--- config.mk ---
export PLATFORM = sky130hd
export DESIGN_NAME = hilo_unit
export DESIGN_NICKNAME = d
export VERILOG_FILES = /design/src/rtl/hilo_unit.sv
export SDC_FILE = /design/constraint.sdc
export NUM_CORES = 1
export LEC_CHECK = 0
export ABC_AREA = 1
export ABC_CLOCK_PERIOD_IN_PS = 3500
export CORE_MARGIN = 4
export CORE_UTILIZATION = 30
export DETAILED_ROUTE_END_ITERATION = 8
export PLACE_DENSITY_LB_ADDON = 0.25
export SLEW_MARGIN = 40
export SYNTH_ARGS = -nofsm -noshare
export SYNTH_HDL_FRONTEND = slang
export SYNTH_SLANG_ARGS = --single-unit
--- constraint.sdc ---
create_clock -name clock -period 3.5 [get_ports clock]
set_input_delay 0.7 -clock clock [delete_from_list [all_inputs] [get_ports clock]]
set_output_delay 0.7 -clock clock [all_outputs]
set_load 0.02 [all_outputs]
--- src/rtl/hilo_unit.sv ---
// -----------------------------------------------------------------------------
// hilo_unit
//
// Multiply/divide back-end and HI/LO register pair for the EX stage.
// - MULT/MULTU capture the product halves from the upstream combinational
//   multiplier on the issue edge.
// - MTHI/MTLO load HI or LO from operandA on the issue edge.
// - DIV/DIVU run a restoring divider, one quotient bit per cycle, MSB first,
//   then a FIXUP cycle applies signs and writes LO=quotient, HI=remainder.
// - A zero divisor skips the iterations and writes LO=all ones, HI=operandA.
//
// Ports
//   clock     in   rising-edge clock
//   resetN    in   asynchronous active-low reset
//   start     in   issue strobe (ignored while busy)
//   op        in   000 MULT, 001 MULTU, 010 DIV, 011 DIVU, 100 MTHI, 101 MTLO,
//                  110/111 no-op
//   operandA  in   rs value: dividend, or MTHI/MTLO source
//   operandB  in   rt value: divisor
//   multHigh  in   upper product half from the multiplier
//   multLow   in   lower product half from the multiplier
//   flush     in   abort an in-flight divide (no effect when idle)
//   hi, lo    out  HI/LO registers
//   busy      out  divide in flight (registered)
//   done      out  one-cycle pulse after a divide result is written (registered)
// -----------------------------------------------------------------------------
module hilo_unit #(
   parameter int nrOfBits = 32
) (
   input  logic                clock,
   input  logic                resetN,
   input  logic                start,
   input  logic [2:0]          op,
   input  logic [nrOfBits-1:0] operandA,
   input  logic [nrOfBits-1:0] operandB,
   input  logic [nrOfBits-1:0] multHigh,
   input  logic [nrOfBits-1:0] multLow,
   input  logic                flush,
   output logic [nrOfBits-1:0] hi,
   output logic [nrOfBits-1:0] lo,
   output logic                busy,
   output logic                done
);

   localparam logic [2:0] OP_MULT  = 3'b000;
   localparam logic [2:0] OP_MULTU = 3'b001;
   localparam logic [2:0] OP_DIV   = 3'b010;
   localparam logic [2:0] OP_DIVU  = 3'b011;
   localparam logic [2:0] OP_MTHI  = 3'b100;
   localparam logic [2:0] OP_MTLO  = 3'b101;

   localparam int               CNT_W    = $clog2(nrOfBits + 1);
   localparam logic [CNT_W-1:0] CNT_INIT = CNT_W'(nrOfBits);
   localparam logic [CNT_W-1:0] CNT_ONE  = CNT_W'(1);

   typedef enum logic [1:0] {
      IDLE,
      DIVIDE,
      FIXUP
   } state_t;

   state_t state, state_next;

   // dvd_q starts as the dividend magnitude; quotient bits shift in at the
   // bottom while dividend bits leave at the top, so after nrOfBits
   // iterations it holds the quotient magnitude.
   logic [nrOfBits-1:0] dvd_q;
   logic [nrOfBits-1:0] divisor;
   logic [nrOfBits-1:0] rem;
   logic [CNT_W-1:0]    cnt;
   logic                q_neg;
   logic                r_neg;

   // Issue-side decode
   logic                is_div;
   logic                is_signed;
   logic                divisor_zero;
   logic                a_neg;
   logic                b_neg;
   logic [nrOfBits-1:0] a_mag;
   logic [nrOfBits-1:0] b_mag;

   // Iteration and fixup datapath
   logic [nrOfBits:0]   rem_shift;
   logic                rem_ge;
   logic [nrOfBits-1:0] rem_next;
   logic [nrOfBits-1:0] quot_fix;
   logic [nrOfBits-1:0] rem_fix;

   assign is_div       = (op == OP_DIV) || (op == OP_DIVU);
   assign is_signed    = (op == OP_DIV);
   assign divisor_zero = (operandB == '0);
   assign a_neg        = is_signed && operandA[nrOfBits-1];
   assign b_neg        = is_signed && operandB[nrOfBits-1];
   // Negating the most-negative value wraps back to itself, which is the
   // correct unsigned magnitude 2^(nrOfBits-1).
   assign a_mag        = a_neg ? -operandA : operandA;
   assign b_mag        = b_neg ? -operandB : operandB;

   // The partial remainder stays below the divisor, so the shifted value
   // needs one extra bit; compare and subtract at that width.
   assign rem_shift = {rem, dvd_q[nrOfBits-1]};
   assign rem_ge    = rem_shift >= {1'b0, divisor};
   assign rem_next  = rem_ge ? nrOfBits'(rem_shift - {1'b0, divisor})
                             : rem_shift[nrOfBits-1:0];

   // Negating zero yields zero, so a zero remainder stays zero.
   assign quot_fix = q_neg ? -dvd_q : dvd_q;
   assign rem_fix  = r_neg ? -rem   : rem;

   // -------------------------------------------------------------------------
   // State register
   // -------------------------------------------------------------------------
   always_ff @(posedge clock or negedge resetN) begin
      if (!resetN) begin
         state <= IDLE;
      end else begin
         state <= state_next;
      end
   end

   // -------------------------------------------------------------------------
   // Next-state logic
   // -------------------------------------------------------------------------
   always_comb begin
      // NOTE: default assigned first so every path drives state_next; a path
      // that left it unassigned would infer a latch.
      state_next = state;
      case (state)
         IDLE: begin
            if (start && is_div) begin
               state_next = divisor_zero ? FIXUP : DIVIDE;
            end
         end
         DIVIDE: begin
            if (flush) begin
               state_next = IDLE;
            end else if (cnt == CNT_ONE) begin
               state_next = FIXUP;
            end
         end
         FIXUP: begin
            state_next = IDLE;
         end
         default: begin
            state_next = IDLE;
         end
      endcase
   end

   // -------------------------------------------------------------------------
   // HI/LO, divider datapath and registered status outputs
   // -------------------------------------------------------------------------
   always_ff @(posedge clock or negedge resetN) begin
      if (!resetN) begin
         hi      <= '0;
         lo      <= '0;
         busy    <= 1'b0;
         done    <= 1'b0;
         dvd_q   <= '0;
         divisor <= '0;
         rem     <= '0;
         cnt     <= '0;
         q_neg   <= 1'b0;
         r_neg   <= 1'b0;
      end else begin
         // NOTE: non-blocking assignments so every register in this block
         // samples the pre-edge values, independent of statement order.
         busy <= (state_next != IDLE);
         done <= (state == FIXUP) && !flush;

         case (state)
            IDLE: begin
               if (start) begin
                  case (op)
                     OP_MULT, OP_MULTU: begin
                        hi <= multHigh;
                        lo <= multLow;
                     end
                     OP_MTHI: hi <= operandA;
                     OP_MTLO: lo <= operandA;
                     OP_DIV, OP_DIVU: begin
                        if (divisor_zero) begin
                           // Forced result flows through FIXUP unchanged.
                           dvd_q <= '1;
                           rem   <= operandA;
                           q_neg <= 1'b0;
                           r_neg <= 1'b0;
                        end else begin
                           dvd_q   <= a_mag;
                           divisor <= b_mag;
                           rem     <= '0;
                           cnt     <= CNT_INIT;
                           q_neg   <= a_neg ^ b_neg;
                           r_neg   <= a_neg;
                        end
                     end
                     default: ;
                  endcase
               end
            end
            DIVIDE: begin
               if (!flush) begin
                  rem   <= rem_next;
                  dvd_q <= {dvd_q[nrOfBits-2:0], rem_ge};
                  cnt   <= cnt - CNT_ONE;
               end
            end
            FIXUP: begin
               if (!flush) begin
                  lo <= quot_fix;
                  hi <= rem_fix;
               end
            end
            default: ;
         endcase
      end
   end

endmodule

== Yosys cells after proc, flatten, opt, wreduce, memory -nomap -nowiden ==
Index checks and enable logic that the tools add are counted.

* Magnitude comparators: 1
* Bitwise logic cells: 2
* Equal/unequal tests: 15
* Reduce and logical (&&, ||, !) cells: 20
* $add $sub $neg: 6
* Muxes and demuxes: 35

{| class="wikitable"
|+ Operators by type and width
! operator !! count
|-
| $mux 32 || 17
|-
| $pmux 32 s2 || 6
|-
| $neg 32->32 || 4
|-
| $ge 33x32->1 || 1
|-
| $logic_not 32->1 || 1
|-
| $sub 32x32->32 || 1
|-
| $mux 6 || 4
|-
| $reduce_and 4->1 || 4
|-
| $pmux 6 s2 || 1
|-
| $mux 2 || 4
|-
| $ne 2x2->1 const B || 4
|-
| $eq 3x2->1 const B || 2
|-
| $eq 3x3->1 const B || 2
|-
| $eq 6x1->1 const B || 1
|-
| $ne 3x1->1 const B || 2
|-
| $reduce_bool 2->1 || 3
|-
| $sub 6x1->6 const B || 1
|-
| $reduce_and 5->1 || 1
|-
| $logic_and 1x1->1 || 4
|-
| $pmux 2 s2 || 1
|-
| $reduce_or 2->1 || 2
|-
| $eq 3x1->1 const B || 1
|-
| $logic_not 3->1 || 1
|-
| $reduce_and 3->1 || 1
|-
| other kinds (9) || 10
|}

* Register bits: 172
* Input bits: 135
* Logic and storage cells: 90

== Logic depth before layout (Yosys ltp) ==
* Depth after elaboration: 7
* Mapped depth: 17
* Gate-level depth less buffers: 16

== Worst setup path before layout ==
OpenSTA, ideal clock, no wires.

* Path type: input port to flip-flop
* Start point: in operandB[0]
* End point: reg divisor[7]
* Slack: 1.344 ns
* Stages: 12
* Path buffers: 1
* Arrival time: 2.033 ns
* Data required time: 3.377 ns
* Cell sequence: inv_1 ha_1 nand3_2 nor2_2 nand4_1 nor3_2 nand2_2 inv_2 nor2_4 inv_2 buf_4 o21ai_1

* Word-level cells in the longest chain between the ends: 3
* Elaborated cells between the ends (all ways): 5

{| class="wikitable"
|+ RTL lines
! item !! line !! RTL
|-
| start, declared || 35 || <nowiki>input logic [nrOfBits-1:0] operandB,</nowiki>
|-
| branches (longest 3 deep; another with $neg 32->32) || n/a ||
|-
| end signal, assigned || 191 || <nowiki>divisor <= b_mag;</nowiki>
|-
| end, declared || 68 || <nowiki>logic [nrOfBits-1:0] divisor;</nowiki>
|}

Parallel ways; which one is timed is not known.
A chain may end at the register's enable or synchronous reset.

== Worst setup path in the final report ==
* Start point: reg rem[28]
* End point: reg rem[21]

* Word-level cells in the longest chain between the ends: 4

{| class="wikitable"
|+ RTL lines
! item !! line !! RTL
|-
| start, declared || 69 || <nowiki>logic [nrOfBits-1:0] rem;</nowiki>
|-
| start signal, assigned || 186 || <nowiki>rem <= operandA;</nowiki>
|-
| start signal, assigned || 204 || <nowiki>rem <= rem_next;</nowiki>
|-
| $ge 33x32->1 || 103 || <nowiki>assign rem_ge = rem_shift >= {1'b0, divisor};</nowiki>
|-
| $mux 32 || 104 || <nowiki>assign rem_next = rem_ge ? nrOfBits'(rem_shift - {1'b0, divisor})</nowiki>
|-
| $mux 32 || 203 || <nowiki>if (!flush) begin</nowiki>
|-
| $pmux 32 s2 || 172 || <nowiki>case (state)</nowiki>
|}

Every way passes these cells. The select of a mux whose other input is x is not followed.

==> impl_metrics.yaml <==
route:
  detail-route-antenna-nets: 0
  drt_pre_antenna_iters: 6
  detail_route.vias_per_cell: 5.01
  detailedRoute.firstIterationViolations: 1351
  route.detailed.wl_per_inst_um: 18.3
  post-route-drc-count: 0
  finalWirelength_mm: 59.5
  routed-via-count: 16300
setup_path:
  cp_data_required_time_ns: 3.84
  critical_path.endpoint_type: "register"
  regToRegEndpoint: "rem[21]"
  critPathKind: "reg -> reg"
  crit_chain: "ha_1, nand2_1, nor3_1, nand4_1, nor2_4, nor2_4, nand2_4, buf_4, nand3_1, nand3_1, a21oi_1"
  worst_r2r_setup_slack_ns: 0.66
  cpMaxStageDelayCell: "dfrtp_1"
  cp_max_fo: 24
  worst_path_largest_cell_delay_ns: 0.49
  r2r_cells: 11
  start_kind: "register"
  rr_startpoint: "rem[28]"
  arrival_ns: 3.19
logic_synthesis:
  synth.lib_cells_used.distinct: 45
  compound_gate_portion_of_the_synthesized_area_pct: 16.7
  yosys.area_share.simple_pct: 35.9
  synthesis.area_mm2: 0.0149
  synthMostInstantiatedCell: "nand2_1"
  post_synth_mux_area_share_pct: 0
  synth_xor_area_share_pct: 3.34
  synth.cells.most_frequent: "nand2_1, inv_1, nor2_1"
  synth-seq-cells: 172
  yosysWarnings: 0
  postSynth.asyncResetShare_pct: 100
  synth_top_family_by_area: "simple AND/OR/NAND/NOR gates"
  synth_top_area_share_pct: 28.8
  seq_area_frac_synth_pct: 28.8
  synth_ff_type: "dfrtp_1"
  synth_edf_count: 0
  synthesis.instances: 2419
  synthDominantAreaCellType: "dfrtp_1"
  adder_and_majority_cell_fraction_of_the_synthesized_area_pct: 3.32
  syn-mean-instance-area_um2: 6.18
  ys_top_cells_by_area: "dfrtp_1, nand2_1, inv_1"
  mappedNetlistNets: 2593
layout:
  n_fill_cell: 5418
  multi_input_area_mm2: 0.00890
  antenna_cells: 0
  final_layout_size_suffix_gt1_share_pct: 5.44
  area.sequential_mm2: 0.00430
  area_growth_from_synthesis_to_layout_pct: 22.0
  design.final.nets: 2755
global_routing:
  first_global_vias: 15880
  grt_remaining_overflow: 0
  total_global_routing_track_utilization_pct: 22.1
  grt_pass1_wl_mm: 92.0
  antenna_found_initial: 0
  pin_count_of_the_biggest_net_entering_global_routing: 85
flow_run:
  cap_violations: 0
floorplanning:
  core_area_mm2: 0.0491
  number_of_top_level_design_ports: 201
  initial_core_util_pct: 30.5
  floorplan.die.width_um: 231
  die_area_mm2: 0.0534
  die_y_um: 231
  rows: 81
sta:
  setup-tns-final_ns: 0
  timing.max_slew.rel_slack_pct: 48.8
  min_period_over_period_pct: 81.3
  hold_violations: 0
  finalSetupViolCount: 0
  rsz_0062_raised_after_global_routing: "no"
  fin_worst_skew_ns: 0.0130
  fin_worst_hold_slack_ns: 0.244
  timing.final.max_slew_violations: 0
  achievable-frequency_ghz: 0.352
  worstMarginPinSlew_ns: 0.768
  min_period_ns: 2.84
place:
  port-buffer-count: 200
  routabilityCongestion: 0.953
  place.detailed.hpwl_mm: 47.3
cts:
  cts-root-buf: "clkbuf_16"
  cts_tree: "done"
  cts_clock_pin_slew_for_the_worst_setup_and_hold_paths_ns: 0.07
  cts_repair_resize_count: 0
  cts-htree-levels: 4
  clockBufferDepth: 2
  clk-insertion-delay-late_ns: 0.47
  clock_sink_count: 172
  post_cts_buffers: 0
  cts_hold_repair.buffers: 0
  cts_inserted_buffers: 17
min_path:
  timing.hold.worst.class: "in -> async"
pwr:
  worst_ir_drop_vdd_v: 0.000419
  static_leakage_nw: 8.48
  power_density_mw_per_mm2: 642
outcome:
  outcome: "completed"
## power breakdown
| group | internal, mW | switching [mW] |
|---|---|---|
| Sequential | 2.61 | 0.696 |
| Combinational | 2.24 | 4.17 |
| Clock | 1.08 | 0.903 |
| Total | 5.93 | 5.77 |
## how the worst max path moves through the flow
| stage | startpoint | endpoint | slack, ns |
|---|---|---|---|
| global route | rem[28] | rem[20] | 0.45 |
| floorplan | operandB[0] | divisor[7] | 1.34 |
| global placement | operandA[0] | dvd_q[30] | 0.33 |
| finish | rem[28] | rem[21] | 0.66 |
| CTS | rem[28] | rem[21] | 0.64 |
| detailed placement | operandA[0] | dvd_q[26] | 0.28 |
## placed cells by master (no fill, tap or decap), types with 12 or more instances in the layout
cell / count
inv_1: 326
buf_4: 33
nand2_2: 13
nor2_2: 15
a21oi_1: 176
nand2_1: 591
o211ai_1: 22
a31oi_1: 32
o21ai_0: 174
inv_2: 12
clkdlybuf4s50_1: 199
xor2_1: 52
dfrtp_1: 172
nor2_1: 307
clkbuf_16: 17
nand4_1: 59
o21ai_1: 47
nand3_1: 195
nor3_1: 25
ha_1: 38
## state kept, by name, indices dropped and copies added (netlist names)
register  cells
q_neg         1
hi           32
state         2
lo           32
cnt           6
rem          32
r_neg         1
divisor      32
dvd_q        32
busy          1
done          1
## critical path, delay by kind of cell (launching register included)
family | cells | cell delay (ns)
simple gates | 8 | 1.42
flops | 1 | 0.49
fa+ha+maj | 1 | 0.45
buf+inv | 1 | 0.29
compound gates | 1 | 0.08
## cells by family after synthesis
| logic type | Yosys count |
|---|---|
| xor+xnor | 57 |
| simple gates | 1243 |
| buf+inv | 437 |
| fa+ha+maj | 39 |
| compound gates | 471 |
| flops | 172 |
## layout make-up
class                      instances  area share, %
clock buffer                      20           2.50
clock inverter                    10          0.631
inverter                         342           7.05
multi-input combinational       1810           48.8
sequential                       172           23.6
tap                              664           4.56
timing repair buffer             238           12.9
## through the flow
step / cells / area (um2) / power, mW / setup WS, ns / util, %
floorplan: 2419 / 14900 / 7.43 / 1.34 / -
global placement: 3226 / 17700 / 9.63 / 0.329 / 36.0
detailed placement: 3226 / 17700 / 9.68 / 0.276 / 36.0
CTS: 3256 / 18200 / 11.7 / 0.642 / 37.2
global route: 3256 / 18200 / 12.7 / 0.453 / 37.2
finish: 3256 / 18200 / 11.7 / 0.656 / 37.2
## metal layers
metal	up-vias	track usage [%]	wire, um
li1	8172	-	-
met1	7526	29.7	27100
met2	528	36.2	27200
met3	74	3.33	3330
met4	0	7.67	1870
met5	-	0	0
No activity file was read; power rests on OpenSTA's default activity.
